--- src/rtl/pipe_stage_reg_if.sv ---
// pipe_stage_reg_if
//   Bundles every signal of one pipeline boundary except clock and reset:
//   the stage controls (en, flush), the incoming slot (*_i), the
//   write-back refresh source (wb_*) and the registered slot (*_n).
//
//   Modports:
//     master - upstream/hazard side: drives en, flush, *_i, wb_*; reads *_n
//     slave  - the pipeline register itself: reads en, flush, *_i, wb_*;
//              drives *_n
//
//   Handshake: there is no valid/ready pair at this boundary. en advances
//   the slot on a rising edge, flush turns it into a bubble and wins over
//   en. valid_i/valid_n only tag whether the slot holds a real
//   instruction; they never gate loading.
//
//   Parameters: DW operand/result width, AW register-index width,
//   TW hazard-counter width.
interface pipe_stage_reg_if #(
  parameter int DW = 32,
  parameter int AW = 5,
  parameter int TW = 2
);
  logic          en;
  logic          flush;

  logic          valid_i;
  logic [31:0]   ins_i;
  logic [31:0]   pc_i;
  logic [AW-1:0] a3_i;
  logic [TW-1:0] tuse_rs_i;
  logic [TW-1:0] tuse_rt_i;
  logic [TW-1:0] tnew_i;
  logic [DW-1:0] rd1_i;
  logic [DW-1:0] rd2_i;
  logic [DW-1:0] data_i;
  logic [DW-1:0] alu_i;

  logic          wb_we;
  logic [AW-1:0] wb_a3;
  logic [DW-1:0] wb_wd;

  logic          valid_n;
  logic [31:0]   ins_n;
  logic [31:0]   pc_n;
  logic [AW-1:0] a3_n;
  logic [TW-1:0] tuse_rs_n;
  logic [TW-1:0] tuse_rt_n;
  logic [TW-1:0] tnew_n;
  logic [DW-1:0] rd1_n;
  logic [DW-1:0] rd2_n;
  logic [DW-1:0] data_n;
  logic [DW-1:0] alu_n;

  modport master (
    output en, flush,
    output valid_i, ins_i, pc_i, a3_i, tuse_rs_i, tuse_rt_i, tnew_i,
    output rd1_i, rd2_i, data_i, alu_i,
    output wb_we, wb_a3, wb_wd,
    input  valid_n, ins_n, pc_n, a3_n, tuse_rs_n, tuse_rt_n, tnew_n,
    input  rd1_n, rd2_n, data_n, alu_n
  );

  modport slave (
    input  en, flush,
    input  valid_i, ins_i, pc_i, a3_i, tuse_rs_i, tuse_rt_i, tnew_i,
    input  rd1_i, rd2_i, data_i, alu_i,
    input  wb_we, wb_a3, wb_wd,
    output valid_n, ins_n, pc_n, a3_n, tuse_rs_n, tuse_rt_n, tnew_n,
    output rd1_n, rd2_n, data_n, alu_n
  );
endinterface

--- src/rtl/pipe_stage_reg.sv ---
// pipe_stage_reg
//   Inter-stage pipeline register of the five-stage MIPS core (D/E/M/W).
//   Carries instruction, PC, destination register, Tuse/Tnew hazard
//   counters, two operands and two result words to the next stage.
//
//   Ports:
//     clk    - rising-edge clock
//     reset  - asynchronous, active-low; forces the bubble value
//     bus    - pipe_stage_reg_if.slave (en, flush, *_i, wb_*, *_n)
//
//   Per-edge priority: reset > flush > en > hold.
//   Bubble: valid=0, ins/pc/a3=0, tuse_rs/tuse_rt all-ones (no use),
//   tnew=0, operands/results 0.
//   Load: plain fields copy; each counter loads max(c_i - DEC, 0).
//
//   Optional feature, macro PIPE_STAGE_REG_REFRESH_EN:
//     while holding a valid slot, a write-back to rs/rt (index != 0)
//     replaces the held rd1/rd2 so a stalled instruction does not keep a
//     stale operand. Without the macro the wb_* inputs are ignored.
module pipe_stage_reg #(
  parameter int DW  = 32,
  parameter int AW  = 5,
  parameter int TW  = 2,
  parameter int DEC = 1
) (
  input logic             clk,
  input logic             reset,
  pipe_stage_reg_if.slave bus
);

  localparam logic [TW-1:0] DEC_T = TW'(DEC);

  // Saturating decrement: never wraps below zero to all-ones.
  function automatic logic [TW-1:0] sat(input logic [TW-1:0] c);
    logic [TW-1:0] r;
    if (c < DEC_T) r = '0;
    else           r = c - DEC_T;
    return r;
  endfunction

  logic          valid_q;
  logic [31:0]   ins_q;
  logic [31:0]   pc_q;
  logic [AW-1:0] a3_q;
  logic [TW-1:0] tuse_rs_q;
  logic [TW-1:0] tuse_rt_q;
  logic [TW-1:0] tnew_q;
  logic [DW-1:0] rd1_q;
  logic [DW-1:0] rd2_q;
  logic [DW-1:0] data_q;
  logic [DW-1:0] alu_q;

  // Refresh hits for the held slot; constant 0 when the feature is off.
  logic hit_rs;
  logic hit_rt;

`ifdef PIPE_STAGE_REG_REFRESH_EN
  logic [AW-1:0] rs_idx;
  logic [AW-1:0] rt_idx;
  logic          wb_live;

  assign rs_idx  = AW'(ins_q[25:21]);
  assign rt_idx  = AW'(ins_q[20:16]);
  // Register 0 is never a real write-back target.
  assign wb_live = valid_q && bus.wb_we && (bus.wb_a3 != '0);
  assign hit_rs  = wb_live && (bus.wb_a3 == rs_idx);
  assign hit_rt  = wb_live && (bus.wb_a3 == rt_idx);
`else
  assign hit_rs  = 1'b0;
  assign hit_rt  = 1'b0;
`endif

  always_ff @(posedge clk or negedge reset) begin
    if (!reset) begin
      valid_q   <= 1'b0;
      ins_q     <= '0;
      pc_q      <= '0;
      a3_q      <= '0;
      tuse_rs_q <= '1;
      tuse_rt_q <= '1;
      tnew_q    <= '0;
      rd1_q     <= '0;
      rd2_q     <= '0;
      data_q    <= '0;
      alu_q     <= '0;
    end else if (bus.flush) begin
      valid_q   <= 1'b0;
      ins_q     <= '0;
      pc_q      <= '0;
      a3_q      <= '0;
      tuse_rs_q <= '1;
      tuse_rt_q <= '1;
      tnew_q    <= '0;
      rd1_q     <= '0;
      rd2_q     <= '0;
      data_q    <= '0;
      alu_q     <= '0;
    end else if (bus.en) begin
      valid_q   <= bus.valid_i;
      ins_q     <= bus.ins_i;
      pc_q      <= bus.pc_i;
      a3_q      <= bus.a3_i;
      tuse_rs_q <= sat(bus.tuse_rs_i);
      tuse_rt_q <= sat(bus.tuse_rt_i);
      tnew_q    <= sat(bus.tnew_i);
      rd1_q     <= bus.rd1_i;
      rd2_q     <= bus.rd2_i;
      data_q    <= bus.data_i;
      alu_q     <= bus.alu_i;
    end else begin
      // Hold; only the operands may be refreshed from write-back.
      if (hit_rs) rd1_q <= bus.wb_wd;
      if (hit_rt) rd2_q <= bus.wb_wd;
    end
  end

  assign bus.valid_n   = valid_q;
  assign bus.ins_n     = ins_q;
  assign bus.pc_n      = pc_q;
  assign bus.a3_n      = a3_q;
  assign bus.tuse_rs_n = tuse_rs_q;
  assign bus.tuse_rt_n = tuse_rt_q;
  assign bus.tnew_n    = tnew_q;
  assign bus.rd1_n     = rd1_q;
  assign bus.rd2_n     = rd2_q;
  assign bus.data_n    = data_q;
  assign bus.alu_n     = alu_q;

endmodule
--- src/flat_wrapper.sv ---
// flat-port wrapper written by rule: the top's interface ports become plain ports
module pipe_stage_reg_flat 
#(
  parameter int DW  = 32,
  parameter int AW  = 5,
  parameter int TW  = 2,
  parameter int DEC = 1
)
  (clk, reset, bus_en, bus_flush, bus_valid_i, bus_ins_i, bus_pc_i, bus_a3_i, bus_tuse_rs_i, bus_tuse_rt_i, bus_tnew_i, bus_rd1_i, bus_rd2_i, bus_data_i, bus_alu_i, bus_wb_we, bus_wb_a3, bus_wb_wd, bus_valid_n, bus_ins_n, bus_pc_n, bus_a3_n, bus_tuse_rs_n, bus_tuse_rt_n, bus_tnew_n, bus_rd1_n, bus_rd2_n, bus_data_n, bus_alu_n);
  pipe_stage_reg_if #(.DW(DW), .AW(AW), .TW(TW)) bus_i ();
  input logic clk;
  input logic reset;
  input wire logic [$bits(bus_i.en)-1:0] bus_en;
  input wire logic [$bits(bus_i.flush)-1:0] bus_flush;
  input wire logic [$bits(bus_i.valid_i)-1:0] bus_valid_i;
  input wire logic [$bits(bus_i.ins_i)-1:0] bus_ins_i;
  input wire logic [$bits(bus_i.pc_i)-1:0] bus_pc_i;
  input wire logic [$bits(bus_i.a3_i)-1:0] bus_a3_i;
  input wire logic [$bits(bus_i.tuse_rs_i)-1:0] bus_tuse_rs_i;
  input wire logic [$bits(bus_i.tuse_rt_i)-1:0] bus_tuse_rt_i;
  input wire logic [$bits(bus_i.tnew_i)-1:0] bus_tnew_i;
  input wire logic [$bits(bus_i.rd1_i)-1:0] bus_rd1_i;
  input wire logic [$bits(bus_i.rd2_i)-1:0] bus_rd2_i;
  input wire logic [$bits(bus_i.data_i)-1:0] bus_data_i;
  input wire logic [$bits(bus_i.alu_i)-1:0] bus_alu_i;
  input wire logic [$bits(bus_i.wb_we)-1:0] bus_wb_we;
  input wire logic [$bits(bus_i.wb_a3)-1:0] bus_wb_a3;
  input wire logic [$bits(bus_i.wb_wd)-1:0] bus_wb_wd;
  output wire logic [$bits(bus_i.valid_n)-1:0] bus_valid_n;
  output wire logic [$bits(bus_i.ins_n)-1:0] bus_ins_n;
  output wire logic [$bits(bus_i.pc_n)-1:0] bus_pc_n;
  output wire logic [$bits(bus_i.a3_n)-1:0] bus_a3_n;
  output wire logic [$bits(bus_i.tuse_rs_n)-1:0] bus_tuse_rs_n;
  output wire logic [$bits(bus_i.tuse_rt_n)-1:0] bus_tuse_rt_n;
  output wire logic [$bits(bus_i.tnew_n)-1:0] bus_tnew_n;
  output wire logic [$bits(bus_i.rd1_n)-1:0] bus_rd1_n;
  output wire logic [$bits(bus_i.rd2_n)-1:0] bus_rd2_n;
  output wire logic [$bits(bus_i.data_n)-1:0] bus_data_n;
  output wire logic [$bits(bus_i.alu_n)-1:0] bus_alu_n;
  assign bus_i.en = bus_en;
  assign bus_i.flush = bus_flush;
  assign bus_i.valid_i = bus_valid_i;
  assign bus_i.ins_i = bus_ins_i;
  assign bus_i.pc_i = bus_pc_i;
  assign bus_i.a3_i = bus_a3_i;
  assign bus_i.tuse_rs_i = bus_tuse_rs_i;
  assign bus_i.tuse_rt_i = bus_tuse_rt_i;
  assign bus_i.tnew_i = bus_tnew_i;
  assign bus_i.rd1_i = bus_rd1_i;
  assign bus_i.rd2_i = bus_rd2_i;
  assign bus_i.data_i = bus_data_i;
  assign bus_i.alu_i = bus_alu_i;
  assign bus_i.wb_we = bus_wb_we;
  assign bus_i.wb_a3 = bus_wb_a3;
  assign bus_i.wb_wd = bus_wb_wd;
  assign bus_valid_n = bus_i.valid_n;
  assign bus_ins_n = bus_i.ins_n;
  assign bus_pc_n = bus_i.pc_n;
  assign bus_a3_n = bus_i.a3_n;
  assign bus_tuse_rs_n = bus_i.tuse_rs_n;
  assign bus_tuse_rt_n = bus_i.tuse_rt_n;
  assign bus_tnew_n = bus_i.tnew_n;
  assign bus_rd1_n = bus_i.rd1_n;
  assign bus_rd2_n = bus_i.rd2_n;
  assign bus_data_n = bus_i.data_n;
  assign bus_alu_n = bus_i.alu_n;
  pipe_stage_reg #(.DW(DW), .AW(AW), .TW(TW), .DEC(DEC)) u_core (.clk(clk), .reset(reset), .bus(bus_i));
endmodule
--- config.mk ---
export PLATFORM = sky130hd
export DESIGN_NAME = pipe_stage_reg_flat
export DESIGN_NICKNAME = d
export VERILOG_FILES = /design/src/rtl/pipe_stage_reg_if.sv /design/src/rtl/pipe_stage_reg.sv /design/src/flat_wrapper.sv
export SDC_FILE = /design/constraint.sdc
export NUM_CORES = 1
export LEC_CHECK = 0
export BUFFER_PORTS_ARGS = -buffer_cell sky130_fd_sc_hd__buf_4
export CELL_PAD_IN_SITES_DETAIL_PLACEMENT = 1
export CELL_PAD_IN_SITES_GLOBAL_PLACEMENT = 2
export CORE_AREA = 2 2 176 178
export CTS_BUF_LIST = sky130_fd_sc_hd__clkbuf_8
export DETAILED_ROUTE_END_ITERATION = 12
export DIE_AREA = 0 0 178 180
export PLACE_DENSITY = 0.86
export SKIP_CTS_REPAIR_TIMING = 1
export SLEW_MARGIN = 20
export SYNTH_ARGS = -nofsm -noshare
export SYNTH_HDL_FRONTEND = slang
export SYNTH_SLANG_ARGS = --single-unit
--- constraint.sdc ---
create_clock -name clk -period 2.07 [get_ports clk]
set_input_delay 0.1035 -clock clk [delete_from_list [all_inputs] [get_ports clk]]
set_output_delay 0.1035 -clock clk [all_outputs]
set_load 0.02 [all_outputs]
# Word-level counts from Yosys, hierarchy flattened
# Index checks and enable logic that the tools add are counted.
# word_totals
inputBits,246
elab_cells,43
out_inout_bits,204
register_bits,204
# classes
order_cmp,3
reduce_logical,1
muxes,25
addsub,3
# op_table
op,count
$mux 32,12
$mux 2,9
$mux 5,2
$lt 2x1->1 const B,3
$sub 2x1->2 const B,3
$mux 1,2
$reduce_bool 2->1,1

# Depth between registers and ports, before layout
# Gate-level depths: netlist of the first run.
# depth
ltp_word,4
mapped_depth,5
ltp_nobuf,2

# Least setup slack after synthesis of the first run
# Ideal clock, no wire load.
# synth_timing
kind,register to register
start,register u_core.bus.tuse_rt_n[0] (netlist name)
end,"register u_core.tuse_rt_q[0], in the netlist u_core.bus.tuse_rt_n[0]"
setup_ns,0.084
t_arrival_ns,0.804
slack_ns,1.182
stages_incl_launch_ff,3
period_less_slack_ns,0.888
t_required_ns,1.986
path_buffers,0
cell_sequence,dfstp_2 -> nor2b_1 -> a311o_1
# synth_lines
item,line,text
"end signal, assigned",pipe_stage_reg.sv:104,tuse_rt_q <= sat(bus.tuse_rt_i);
"end, declared",pipe_stage_reg.sv:46,logic [TW-1:0] tuse_rt_q;

# Worst setup path after layout of the first run
# layout_timing
start,input bus_en
end,"register u_core.data_q[29], in the netlist u_core.bus.data_n[29]"
# layout_between
elab_chain_cells,1
# layout_lines
item,line,text
"start, declared",flat_wrapper.sv:13,input wire logic [$bits(bus_i.en)-1:0] bus_en;
$reduce_bool 2->1 (no line),-,
"end signal, assigned",pipe_stage_reg.sv:108,data_q <= bus.data_i;
"end, declared",pipe_stage_reg.sv:50,logic [DW-1:0] data_q;
# Every way passes these cells.
# A chain may end at the register's enable or synchronous reset.

==> impl_metrics.json, run 1 <==
{
  "status": "finished, final reports clean",
  "post_synth_xor_area_fraction": 0,
  "syn_area_per_cell_um2": 12.7,
  "synthArstFlopShare": 1.00,
  "pre_cts_ws_ns": 0.729,
  "h-tree-depth": 2,
  "crit_slowest_cell": "dlygate4sd3_1",
  "synthSimpleGateAreaFrac": 0.0931,
  "regArea_um2": 5110,
  "syn_area_um2": 8450,
  "min_period_ns": 1.46,
  "setup_tns_ns": 0,
  "grt_pass1_vias": 7225,
  "dpl.hpwl_mm": 19.1,
  "synth.area.mux_share": 0.235,
  "synthesis.nets": 909,
  "worst_clock_skew_ns": 0,
  "synth_seq_cells": 204,
  "busiest_layer": "met2",
  "path_cells": "buf_8 > buf_12 > mux2i_1 > nor2_1 > dlygate4sd3_1",
  "dr.pass1.iters": 4,
  "r2r_start": "u_core.bus.tuse_rs_n[0]",
  "wl_per_cell_um": 19.0,
  "die_height_um": 180,
  "grt.total_usage": 0.159,
  "rsz0062_at_grt": "no",
  "row_count": 64,
  "critPathMaxFanout": 51,
  "hold_start": "bus_flush",
  "ys_types": 17,
  "core-area_um2": 30200,
  "initial_utilization": 0.280,
  "holdPathEnd": "u_core.bus.rd1_n[31]",
  "synthTopCellsByArea": "dfrtp_1 59%, mux2i_1 23%, nor2_1 8.9%",
  "num_vias": 7674,
  "start_kind": "primary input",
  "ant_nets": 0,
  "num_io_pins": 450,
  "arrival_ns": 1.85,
  "multi_input_area_um2": 2820,
  "antenna_found_initial": 4,
  "numPortBuffers": 411,
  "synth-compound-area-share": 0.00652,
  "synthAdderAreaFrac": 0,
  "cts-buffers-inserted": 38,
  "synth_top_family_by_area": "multiplexers",
  "hold_viol": 0,
  "wl_mm": 32.8,
  "vdd_drop_max_uv": 422,
  "end_kind": "flop",
  "setup_violations": 0,
  "grt_max_degree": 68,
  "crit_required_ns": 2.46,
  "p_leak_uw": 0.00778,
  "root_buffer": "clkbuf_8",
  "clock-sinks": 204,
  "grt_pass1_wl_mm": 40.1,
  "num-nets-final": 1544,
  "rr_worst_depth": 3,
  "r2r_end": "u_core.bus.tuse_rs_n[0]",
  "max_slew_margin": 0.617,
  "gp_routability_congestion": 0.742,
  "use_met3": 0.0510,
  "synth_common_cells": "200 x dfrtp_1, 200 x nor2_1, 198 x mux2i_1, 17 x buf_2, 15 x buf_8",
  "gr-total-overflow": 0,
  "synth_warnings": 0,
  "clk_latency_ns": 0.52,
  "ys_seq_area_frac": 0.605,
  "p_per_area_nw_per_um2": 692,
  "path_class": "in -> reg",
  "viasPerCell": 4.46,
  "grt.met1_usage": 0.176,
  "setup_ws_ns": 0.613,
  "die_area_um2": 32000,
  "synth-edff-count": 0,
  "worst_slew_pin_slew_ns": 0.575,
  "cts_tree": "built",
  "finalCritPeriodShare": 0.704,
  "syn-instance-count": 663,
  "reg2reg_slack_ns": 0.63,
  "synth_ff_type": "dfrtp_1",
  "critPathMaxStageDelay_ns": 0.61,
  "drive_gt1_frac": 0.364,
  "drt_iter0_markers": 243,
  "cap_violations": 0,
  "synth.top_cell.area_share": 0.592,
  "synth_area_leader_cell": "dfrtp_1",
  "met2_usage": 0.280,
  "areaGrowthSynthToFinish_pct": 73.3,
  "fill_cells": 3236,
  "fmaxAchievable_mhz": 687,
  "clk_pin_slew_ns": 0.06,
  "die_w_um": 178,
  "drc": 0,
  "holdPathStages": 2,
  "hold_path.class": "in -> reg",
  "maxSlewViolCount": 0,
  "clockBufferDepth": 3
}
==> power breakdown <==
part / internal [uW] / switching [uW]
registers: 4220 / 149
clock network: 1960 / 1730
logic: 1070 / 1000
==> cell families after synthesis <==
group,Yosys count
multiplexers,198
buffers and inverters,49
AO/OA/AOI/OAI,6
flip-flops,204
AND/OR/NAND/NOR,206
==> routing by layer <==
metal	share of wire	up-vias	wire length [um]
met5	0	-	0
met2	0.54	301	17600
met3	0.066	75	2170
met4	0.033	0	1090
li1	-	3490	-
met1	0.36	3808	11900
==> registers in the layout, indices dropped and copies added, names as in the netlist <==
name / flops
u_core.bus.tuse_rt_n: 2
u_core.bus.data_n: 32
u_core.bus.rd2_n: 32
u_core.bus.pc_n: 32
u_core.bus.alu_n: 32
u_core.bus.valid_n: 1
u_core.bus.a3_n: 5
u_core.bus.ins_n: 32
u_core.bus.rd1_n: 32
u_core.bus.tuse_rs_n: 2
u_core.bus.tnew_n: 2
==> worst max-delay path by stage <==
stage | startpoint | endpoint | slack [ns] | depth (start not counted)
after CTS | u_core.bus.tuse_rt_n[1] | bus_tuse_rt_n[1] | 0.73 | 1
after global placement | bus_en | u_core.bus.alu_n[10] | 0.77 | 4
after floorplan | u_core.bus.tuse_rt_n[0] | u_core.bus.tuse_rt_n[0] | 1.18 | 2
after global routing | bus_en | u_core.bus.alu_n[0] | 0.58 | 5
final | bus_en | u_core.bus.data_n[29] | 0.61 | 5
after detailed placement | bus_en | u_core.bus.data_n[9] | 0.73 | 4
==> layout make-up <==
cell class,instances,area share
diodes,4,0.000684
clock buffers,45,0.0423
well taps,396,0.0338
clock inverters,19,0.00538
flip-flops and latches,204,0.349
multi-input cells,410,0.193
repair buffers,642,0.375
inverters,2,0.000513
==> per-stage QoR <==
step | hold slack, ns | total power, uW | instances | util | area [um2]
final | 0.0102 | 10100 | 1722 | 0.485 | 14600
after CTS | -0.509 | 9860 | 1505 | 0.414 | 12500
after detailed placement | 0.0646 | 6120 | 1441 | 0.391 | 11800
after global placement | 0.0618 | 6080 | 1441 | 0.391 | 11800
after floorplan | -0.192 | 5240 | 663 | - | 8450
after global routing | 0.00126 | 10600 | 1722 | 0.485 | 14600
==> layout by cell type, fill, tap and decap left out, drive strengths merged <==
| cell | instances |
|---|---|
| mux2i | 198 |
| buf | 428 |
| diode | 4 |
| clkbuf | 46 |
| nor2b | 4 |
| nand2b | 1 |
| dlygate4sd3 | 213 |
| a21oi | 1 |
| dfstp | 4 |
| inv | 18 |
| a32o | 1 |
| a311o | 4 |
| nand3 | 1 |
| clkinv | 3 |
| dfrtp | 200 |
| nor2 | 200 |
==> worst max-delay path: cells and delay by family <==
kind / cells / cell delay, ns
buf+inv: 3 / 1.34
mux: 1 / 0.28
simple gates: 1 / 0.06
Note: power is estimated with default switching activity, not from simulation.
==> inputs of run 2 (changes only) <==
- CORE_AREA: 2 2 176 178 -> unset
- CORE_MARGIN: unset -> 2
- CORE_UTILIZATION: unset -> 25
- DIE_AREA: 0 0 178 180 -> unset
- PLACE_DENSITY: 0.86 -> 0.81
- clock period: 2.07 -> 1.2 ns (I/O delays scaled with it)
==> run 2 against run 1 <==
  * The run now ends with negative setup slack left
  * Cell area rose by 4.5%
  * Via count rose by 2.6%
  * Clock skew did not move
  * Core utilization fell by 2.8 points
  * Critical path type is now reg -> out
  * Critical endpoint is now bus_tuse_rs_n[0]
  * Largest cell class unchanged
  * Largest power group unchanged
==> impl_metrics.json, run 2 (synthesis results as in run 1) <==
{
  "numPortBuffers": 411,
  "die_w_um": 188,
  "worst_slew_pin_slew_ns": 0.398,
  "critPathMaxStageDelay_ns": 0.54,
  "crit_buf_inv": 1,
  "critPathMaxFanout": 2,
  "hold_viol": 0,
  "die_height_um": 188,
  "areaGrowthSynthToFinish_pct": 81.0,
  "initial_utilization": 0.253,
  "h-tree-depth": 2,
  "grt_max_degree": 45,
  "row_count": 67,
  "setup_violations": 5,
  "grt.total_usage": 0.154,
  "whs_ns": 0.0560,
  "maxSlewViolCount": 0,
  "path_cells": "buf_6",
  "final_cell_area_um2": 15300,
  "drc": 0,
  "clk_pin_slew_ns": 0.06,
  "root_buffer": "clkbuf_8",
  "gr-total-overflow": 0,
  "cpLargestDelayFamily": "flip-flops",
  "worst_clock_skew_ns": 0,
  "start_kind": "flop",
  "viasPerCell": 4.32,
  "regArea_um2": 5110,
  "status": "finished, violations left",
  "vdd_drop_max_uv": 659,
  "met2_usage": 0.261,
  "final_common_cell": "buf_4",
  "multi_input_area_um2": 2820,
  "wl_mm": 34.7,
  "num-nets-final": 1591,
  "p_leak_uw": 0.00810,
  "p_per_area_nw_per_um2": 1170,
  "postPlaceCellArea_um2": 12000,
  "setup_ws_ns": -0.0644,
  "grt.met1_usage": 0.174,
  "fmaxAchievable_mhz": 791,
  "ant_nets": 0,
  "rsz0062_at_grt": "yes",
  "drive_gt1_frac": 0.387,
  "use_met3": 0.0576,
  "clockBufferDepth": 3,
  "cap_violations": 0,
  "clk_latency_ns": 0.53,
  "dr.pass1.iters": 4,
  "clock-sinks": 204,
  "gp_routability_congestion": 0.764,
  "busiest_layer": "met2",
  "max_slew_margin": 0.735,
  "crit_slowest_cell": "dfstp_2",
  "die_area_um2": 35300,
  "num_io_pins": 450,
  "crit_required_ns": 1.14,
  "fill_cells": 3589,
  "path_class": "reg -> out",
  "drt_iter0_markers": 193,
  "core-area_um2": 33400,
  "antenna_found_initial": 3,
  "final_cell_mix": "407 x buf_4, 207 x dlygate4sd3_1, 200 x nor2_1, 200 x dfrtp_1, 198 x mux2i_1",
  "arrival_ns": 1.20,
  "dpl.hpwl_mm": 19.8,
  "wl_per_cell_um": 19.1,
  "grt_pass1_wl_mm": 42.5,
  "grt_pass1_vias": 7436,
  "end_kind": "output port",
  "cts_tree": "built",
  "finalCritPeriodShare": 1.05,
  "hold_path.class": "in -> async",
  "min_period_ns": 1.26,
  "violations": "negative setup slack",
  "num_vias": 7875,
  "cts-buffers-inserted": 38
}
run 2: final cells by class:
class                           count  share of cell area
Sequential cell                   204               0.334
Inverter                            2            0.000491
Timing Repair Buffer              689               0.397
Clock inverter                     24             0.00785
Clock buffer                       43              0.0387
Multi-Input combinational cell    410               0.185
Tap cell                          448              0.0366
Antenna cell                        3            0.000491
run 2: metrics by stage:
stage               power (uW)  utilization  setup TNS [ns]  instances  setup WS (ns)
finish                   17900        0.457          -0.215       1823        -0.0644
detailed placement       10600        0.358               0       1507         0.0972
floorplan                 9030            -               0        663          0.312
CTS                      17200        0.380          -0.553       1574         -0.106
global route             18700        0.457           -1.45       1823         -0.132
global placement         10500        0.358               0       1507          0.128
run 2: power by group:
group          internal (uW)  leakage [uW]  total, uW  switching, uW
logic                   2020       0.00496       3810           1790
clock network           3470      0.000441       6510           3040
registers               7280       0.00270       7550            271
total                  12800       0.00810      17900           5100
run 2: path summary, 6_finish.rpt:
check | start | cells past startpoint | end | slack [ns]
hold / removal | reset | 2 | u_core.bus.alu_n[26] | 0.06
setup reg to reg | u_core.bus.ins_n[21] | 3 | u_core.bus.ins_n[21] | 0.26
hold reg to reg | u_core.bus.alu_n[28] | 2 | u_core.bus.alu_n[28] | 0.52
max in group asynchronous | reset | 3 | u_core.bus.tuse_rt_n[1] | 0.53
setup / recovery | u_core.bus.tuse_rs_n[0] | 1 | bus_tuse_rs_n[0] | -0.06
min in group clk | bus_rd1_i[15] | 4 | u_core.bus.rd1_n[15] | 0.31
run 2: per-layer routing:
layer | part of all wire | vias to the layer above | routed length (um)
li1 | - | 3575 | -
met1 | 0.37 | 3871 | 12700
met2 | 0.52 | 337 | 18100
met3 | 0.072 | 92 | 2500
met4 | 0.041 | 0 | 1430
met5 | 0 | - | 0
==> inputs of run 3 (changes only) <==
- CORE_ASPECT_RATIO: unset -> 0.5
==> run 3 against run 2 <==
  * The flow still finishes with violations (negative setup slack)
  * Sequential share of layout area about the same
  * Via count down 0.38%
  * Clock power about the same
  * Largest power group unchanged
  * Maximum frequency is 1.2% higher
  * Highest routed layer unchanged
  * Setup slack gained 0.015 ns
  * Core utilization rose by 0.35 points
==> impl_metrics.json, run 3 (synthesis results as in run 1) <==
{
  "gp_routability_congestion": 0.823,
  "final_common_cell": "buf_4",
  "cts-buffers-inserted": 36,
  "cts_tree": "built",
  "r2r_start": "u_core.bus.tuse_rt_n[1]",
  "wl_mm": 35.7,
  "reg2reg_slack_ns": 0.30,
  "final_cell_mix": "409 x buf_4, 209 x dlygate4sd3_1, 200 x nor2_1, 200 x dfrtp_1, 198 x mux2i_1",
  "pre_cts_ws_ns": 0.132,
  "r2r_end": "u_core.bus.tuse_rt_n[1]",
  "cap_violations": 0,
  "die_w_um": 264,
  "num-nets-final": 1589,
  "clock-sinks": 204,
  "core-area_um2": 33200,
  "clk_latency_ns": 0.53,
  "grt_pass1_vias": 7392,
  "status": "finished, violations left",
  "rsz0062_at_grt": "yes",
  "die_height_um": 134,
  "max_slew_margin": 0.670,
  "whs_ns": 0.0570,
  "hold_viol": 0,
  "drc": 0,
  "multi_input_area_um2": 2820,
  "drt_iter0_markers": 313,
  "crit_required_ns": 1.14,
  "clk_pin_slew_ns": 0.07,
  "end_kind": "output port",
  "maxSlewViolCount": 0,
  "start_kind": "flop",
  "grt.total_usage": 0.163,
  "crit_slowest_cell": "dfstp_2",
  "numPortBuffers": 411,
  "p_leak_uw": 0.00807,
  "worst_clock_skew_ns": 0,
  "areaGrowthSynthToFinish_pct": 80.9,
  "rr_worst_depth": 2,
  "dpl.hpwl_mm": 22.3,
  "critPathMaxFanout": 2,
  "num_vias": 7845,
  "violations": "negative setup slack",
  "cp-startpoint": "u_core.bus.tuse_rs_n[0]",
  "wl_per_cell_um": 19.7,
  "vdd_drop_max_uv": 478,
  "hold_path.class": "in -> async",
  "path_class": "reg -> out",
  "min_period_ns": 1.25,
  "viasPerCell": 4.33,
  "regArea_um2": 5110,
  "critPathMaxStageDelay_ns": 0.54,
  "initial_utilization": 0.255,
  "antenna_found_initial": 5,
  "p_per_area_nw_per_um2": 1170,
  "clockBufferDepth": 3,
  "die_area_um2": 35400,
  "crit_path_end": "bus_tuse_rs_n[0]",
  "setup_ws_ns": -0.0491,
  "root_buffer": "clkbuf_8",
  "gr-total-overflow": 0,
  "grt_max_degree": 64,
  "grt_pass1_wl_mm": 44.4,
  "finalCritPeriodShare": 1.04,
  "setup_violations": 4,
  "path_cells": "buf_6",
  "ant_nets": 0,
  "crit_buf_inv": 1,
  "worst_slew_pin_slew_ns": 0.493,
  "h-tree-depth": 2,
  "cpLargestDelayFamily": "flip-flops",
  "drive_gt1_frac": 0.388,
  "fill_cells": 3614,
  "num_io_pins": 450,
  "dr.pass1.iters": 4,
  "crit_cells": 1,
  "row_count": 47,
  "fmaxAchievable_mhz": 801,
  "arrival_ns": 1.19
}
==> run 3: cell types whose count changed in the layout (fill, tap and decap cells not counted), sizes merged, moves of 2 or more <==
| cell | change |
|---|---|
| buf | -2 |
| clkbuf | -3 |
| clkinv | +3 |
| diode | +2 |
| dlygate4sd3 | +2 |
| inv | -8 |
==> run 3: area by class of cell <==
| class | count | area share |
|---|---|---|
| Clock buffer | 40 | 0.0360 |
| Clock inverter | 19 | 0.00835 |
| Multi-Input combinational cell | 410 | 0.185 |
| Inverter | 2 | 0.000491 |
| Antenna cell | 5 | 0.000819 |
| Tap cell | 441 | 0.0361 |
| Sequential cell | 204 | 0.334 |
| Timing Repair Buffer | 689 | 0.399 |
==> run 3: how the worst min path moves through the flow <==
stage | start | endpoint | slack [ns]
finish | reset | u_core.bus.alu_n[23] | 0.06
floorplan | reset | u_core.bus.a3_n[0] | -0.24
global route | reset | u_core.bus.data_n[29] | 0.05
CTS | reset | u_core.bus.alu_n[23] | -0.55
detailed placement | reset | u_core.bus.alu_n[19] | 0.05
global placement | reset | u_core.bus.alu_n[21] | 0.05
==> run 3: worst register-to-register path: stages (launching register included) <==
cell	delay, ns
dfstp_2	0.37
nor2b_1	0.13
a311o_1	0.33
==> run 3: per-layer routing <==
metal  track usage  share of wire  vias to the layer above  wire length, um
li1              -              -                     3558                -
met1         0.173           0.35                     4021            12500
met2         0.321           0.58                      169            20500
met3        0.0310          0.030                       97             1080
met4        0.0622          0.043                        0             1530
met5             0              0                        -                0
==> run 3: metrics by stage <==
step | TNS (ns) | instances | cell area, um2 | power, uW | utilization
2_1_floorplan | 0 | 663 | 8450 | 9030 | -
4_1_cts | -0.554 | 1551 | 12600 | 17300 | 0.381
6_report | -0.169 | 1810 | 15300 | 17900 | 0.461
3_3_place_gp | 0 | 1492 | 12000 | 10600 | 0.361
3_5_place_dp | 0 | 1492 | 12000 | 10700 | 0.361
5_1_grt | -0.790 | 1810 | 15300 | 18800 | 0.461
==> run 3: power by group <==
part | switching (uW) | internal, uW | leakage [uW] | total, uW
sequential | 265 | 7280 | 0.00270 | 7540
clock | 3040 | 3460 | 0.000402 | 6500
combinational | 1810 | 2030 | 0.00497 | 3840
